[config.mk]
export PLATFORM = sky130hd
export DESIGN_NAME = input_handshake
export DESIGN_NICKNAME = d
export VERILOG_FILES = /design/src/rtl/input_handshake.sv
export SDC_FILE = /design/constraint.sdc
export NUM_CORES = 1
export LEC_CHECK = 0
export CORE_MARGIN = 3
export CORE_UTILIZATION = 45
export CTS_CLUSTER_SIZE = 40
export DETAILED_ROUTE_END_ITERATION = 7
export GPL_TIMING_DRIVEN = 0
export PLACE_DENSITY_LB_ADDON = 0.3
export SYNTH_ARGS = -nofsm -noshare
export SYNTH_HDL_FRONTEND = slang
export SYNTH_SLANG_ARGS = --single-unit
[constraint.sdc]
create_clock -name Clock -period 1.67 [get_ports Clock]
set_input_delay 0.2505 -clock Clock [delete_from_list [all_inputs] [get_ports Clock]]
set_output_delay 0.2505 -clock Clock [all_outputs]
set_load 0.01 [all_outputs]
[src/rtl/input_handshake.sv]
// Input-instruction handshake: stalls the processor until the user confirms a
// switch word with a debounced Key press/release, then pulses Ready for one cycle.
module input_handshake #(
    parameter logic [19:0] DB_CYCLES = 20'd50000
) (
    input  logic        Clock,
    input  logic        Reset,
    input  logic        InReq,
    input  logic [15:0] Switches,
    input  logic        Key,
    output logic [31:0] DataIO,
    output logic        Halt,
    output logic        Ready
);

    localparam logic [1:0] IDLE         = 2'd0;
    localparam logic [1:0] WAIT_PRESS   = 2'd1;
    localparam logic [1:0] WAIT_RELEASE = 2'd2;
    localparam logic [1:0] DONE         = 2'd3;

    logic        rst_meta;
    logic        rst_n;
    logic        key_meta;
    logic        key_s;
    logic        key_d;
    logic [19:0] db_count;
    logic        key_flip;
    logic        press_evt;
    logic        release_evt;
    logic [1:0]  state;
    logic [1:0]  next_state;

    // Reset asserts immediately but releases on a Clock edge, so no flop sees
    // a release racing the clock.
    // NOTE: sequential state always uses non-blocking assignments so every
    // flop samples pre-edge values regardless of statement order.
    always_ff @(posedge Clock or negedge Reset) begin
        if (!Reset) begin
            rst_meta <= 1'b0;
            rst_n    <= 1'b0;
        end else begin
            rst_meta <= 1'b1;
            rst_n    <= rst_meta;
        end
    end

    // Synchronizer resets to "released" so the first cycles after reset
    // cannot look like a press.
    always_ff @(posedge Clock or negedge rst_n) begin
        if (!rst_n) begin
            key_meta <= 1'b1;
            key_s    <= 1'b1;
        end else begin
            key_meta <= Key;
            key_s    <= key_meta;
        end
    end

    // The flip is decided combinationally so the capture lands on the same
    // edge that updates key_d.
    assign key_flip    = (key_s != key_d) && (db_count >= DB_CYCLES - 20'd1);
    assign press_evt   = key_flip && key_d;
    assign release_evt = key_flip && !key_d;

    always_ff @(posedge Clock or negedge rst_n) begin
        if (!rst_n) begin
            key_d    <= 1'b1;
            db_count <= '0;
        end else if (key_s == key_d) begin
            db_count <= '0;
        end else if (key_flip) begin
            key_d    <= key_s;
            db_count <= '0;
        end else if (db_count != '1) begin
            db_count <= db_count + 20'd1;
        end
    end

    // NOTE: next_state gets a default before the case so no path leaves it
    // unassigned, which would otherwise infer a latch.
    always_comb begin
        next_state = state;
        case (state)
            IDLE:         if (InReq)       next_state = WAIT_PRESS;
            WAIT_PRESS:   if (press_evt)   next_state = WAIT_RELEASE;
            WAIT_RELEASE: if (release_evt) next_state = DONE;
            DONE:                          next_state = IDLE;
            default:                       next_state = IDLE;
        endcase
    end

    always_ff @(posedge Clock or negedge rst_n) begin
        if (!rst_n) begin
            state  <= IDLE;
            DataIO <= '0;
        end else begin
            state <= next_state;
            if (state == WAIT_PRESS && press_evt)
                DataIO <= {16'h0000, Switches};
        end
    end

    assign Halt  = (state == WAIT_PRESS) || (state == WAIT_RELEASE);
    assign Ready = (state == DONE);

endmodule
==> summary.md <==
| Metric | Value |
|---|---|
| Number of nets in the final layout | between 200 and 300 |
| Sum Neg Setup Slack | -14.11 ns |
| Req. time, crit path | 1.84 ns |
| Worst Hold Class | in2async |
| P_leak | 1.32 nW |
| Worst-path cell chain | nor4_4 -> a21oi_2 -> or3_4 -> and3_4 -> buf_6 -> buf_12 -> mux2_4 |
| Via density | a little under 5 |
| Fin. max-slew vios | 0 |
| Final HPWL DP | 2710 µm |
| GRT busiest layer | met2 |
| Die Y | between 70 and 80 µm |
| Synth unique cells | 35 |
| Clk buf depth | 2 |
| End point of the critical path | DataIO[6] |
| Synthesis Warnings | 0 |
| Power Total | 3.33 mW |
| Synth area leaders | dfrtp_1 48%, mux2_4 7.2%, buf_4 5.8% |
| Drt drc | 0 |
| R2R depth | 7 |
| Initial antenna violation count | 0 |
| Largest net degree at the start of global routing | 42 |
| Final WS setup | -0.494 ns |
| Clk_lat worst skew | 0.29 ns |
| VDD IR max | 0.925 mV |
| Total GRT Usage | 16.3% |
| Max_slew headroom | just over 40% |
| Starting Density | 47.0% |
| Grt total ovfl | 0 |
| Fin util | 69.0% |
| Drt initial violations | 117 |
| Most frequent cells in the layout | 38 x dfrtp_1, 35 x clkdlybuf4s50_1, 29 x buf_4 |
| CP Launch Type | flip-flop |
| Fmax | approximately 0.46 GHz |
| Max incr delay on CP | just under 0.5 ns |
| Ys flop type | dfrtp_1 |
| Share of the synthesized area in the top cell type | roughly 48% |
| Crit path time final | roughly 2.2 ns |
| Synthesized flop and latch total | 43 |
| Cell Area, Synth | 0.00207 mm² |
| Core box area | 0.00441 mm² |
| Reg-to-Reg Start | db_count[10] |
| Share of layout cells above drive strength 1 | about 39% |
| First-pass GRT wire length | ~6800 µm |
| Number of enable flip-flop cells after synthesis | 0 |
| RePlAce Congestion | roughly 0.74 |
| Critical path type | reg2reg |
| WL final | between 4000 and 5000 µm |
| Drt wl/cell | approximately 15 µm |
| Violated checks | negative setup slack |
| Synthesized area per cell | roughly 12 µm² |
| Antenna viol nets, final | 0 |
| Number of H-tree levels | 2 |
| WP data arrival | ~2.3 ns |
| Diode count | 0 |
| Total CTS buffers | 5 |
| Register area share after synthesis | ~52% |
| PortBufs | 37 |
| Final Cycle Share | 130% |
| CP startpoint | db_count[10] |
| Router iterations before antenna repair | 4 |
| Worst-path clk slew | 0.08 ns |
| Run status | finished, violations left |
| Worst-margin pin slew | 0.883 ns |
| Area leader, netlist | dfrtp_1 |
| Vias in the first global route | 1508 |
| Number of max-cap violations | 0 |
| Routing usage on met3 | 2.46% |
| Pwr dens | approximately 1100 mW/mm² |
| R2r setup slk | -0.49 ns |
| DR vias | approximately 1500 |
| Fin. Hold Viols | 0 |
| Rows | 24 |
| Final setup fails | 35 |
| Top-Level Pins | 54 |
| Clk sinks | 43 |
| Cells after synthesis | between 150 and 200 |
| Unrepaired setup endpoints after global routing | true |
| Die Wd | between 70 and 80 µm |
| CP Capture Type | flip-flop |
| Die Area | between 0.005 and 0.006 mm² |
| TritonCTS clock tree | done |
| Root Driver | clkbuf_8 |
| Fin Clk Skew | ~0.0075 ns |
| Critical R2R Capture | DataIO[6] |
| Met1 GRT Util | a little over a fifth |
| Hold_buf cts | 0 |
| Async S/R FF share, synth | 100% |
| Commonest non-fill, non-tap cell in the layout | dfrtp_1 |
| GR Layer Usage met2 | 27.0% |
| Slowest stage cell, crit path | dfrtp_2 |
| Layout area overhead | 46.9% |
| Critical Path Fanout Max | 8 |
[sequential cells by signal, summed over array words and instances (netlist names)]
register	cells
state	2
key_s	1
rst_meta	1
DataIO	16
rst_n	1
db_count	20
key_d	1
key_meta	1
[how the worst min path moves through the flow]
stage	start	end	slack, ns	cells after the start
floorplan	Reset	rst_meta	-0.05	0
global placement	rst_meta	rst_n	0.34	0
detailed placement	rst_meta	rst_n	0.34	0
CTS	Reset	rst_meta	0.11	1
global route	Reset	rst_meta	0.11	1
finish	Reset	rst_meta	0.12	1
[cell type report]
type                    count  area [µm²]
clock inverters             2        12.5
multi-input cells         128        1080
well taps                  52        65.1
plain buffers              19         166
repair buffers             56         546
clock buffers               6        72.6
flip-flops and latches     43        1080
inverters                   5        18.8
fillers                   303        1370
[Yosys cell counts (2+ instances only)]
cell type	instances
and3_1	4
nor2_1	18
conb_1	2
mux2i_1	2
inv_1	5
o21ai_0	3
xnor2_1	3
nand4_1	5
dfstp_2	3
nand2_1	8
mux2_2	8
mux2_4	10
dfrtp_1	40
buf_6	2
ha_1	5
nor3_1	2
xor2_1	7
buf_4	16
nor2b_1	2
nand3_1	12
a21oi_1	6
[stage by stage]
stage                     instance area (µm²)  worst slack (ns)  std cells  hold WS [ns]
after floorplan                          2180            -0.379        196       -0.0451
after global placement                   2620            -0.544        285         0.337
after detailed placement                 2620            -0.565        285         0.341
after CTS                                2970            -0.499        311         0.113
after global routing                     3050            -0.567        311         0.105
final                                    3050            -0.494        311         0.121
[critical path, delay by kind of cell, from the launching register on]
| family | cells | cell delay [ns] |
|---|---|---|
| AND/OR/NAND/NOR | 3 | 0.90 |
| flip-flops | 1 | 0.49 |
| multiplexers | 1 | 0.29 |
| buffers and inverters | 2 | 0.25 |
| AO/OA/AOI/OAI | 1 | 0.11 |
[timing repair]
action | in CTS | in global routing
gates resized for setup | 27 | 24
buffers inserted | 17 | 1
setup endpoints to repair | 36 | 35
pin swaps | 14 | 5
gates cloned | 2 | 0
hold endpoints to repair | 0 | 0
[routing by layer]
metal / share of wire [%] / wire, µm / up-vias
li1: - / - / 732
met1: 41 / 1860 / 751
met2: 54 / 2450 / 52
met3: 5.1 / 234 / 2
met4: 0.68 / 31 / 0
met5: 0 / 0 / -
[kinds of logic (layout without fill, tap and decap cells)]
family	Yosys count	after routing	synth area share (%)
other cells	2	21	0.362
xor+xnor	10	10	4.22
buf+inv	25	88	8.93
flops	43	43	52.1
compound gates	14	14	4.47
simple gates	58	58	14.4
fa+ha+maj	5	5	3.02
mux	20	20	12.6
[power by group]
part | switching [mW] | total, mW | internal, mW
clock | 0.345 | 0.638 | 0.292
combinational | 0.455 | 1.28 | 0.825
sequential | 0.139 | 1.42 | 1.28
total | 0.940 | 3.33 | 2.39
Power figures use the tool's default switching activity.
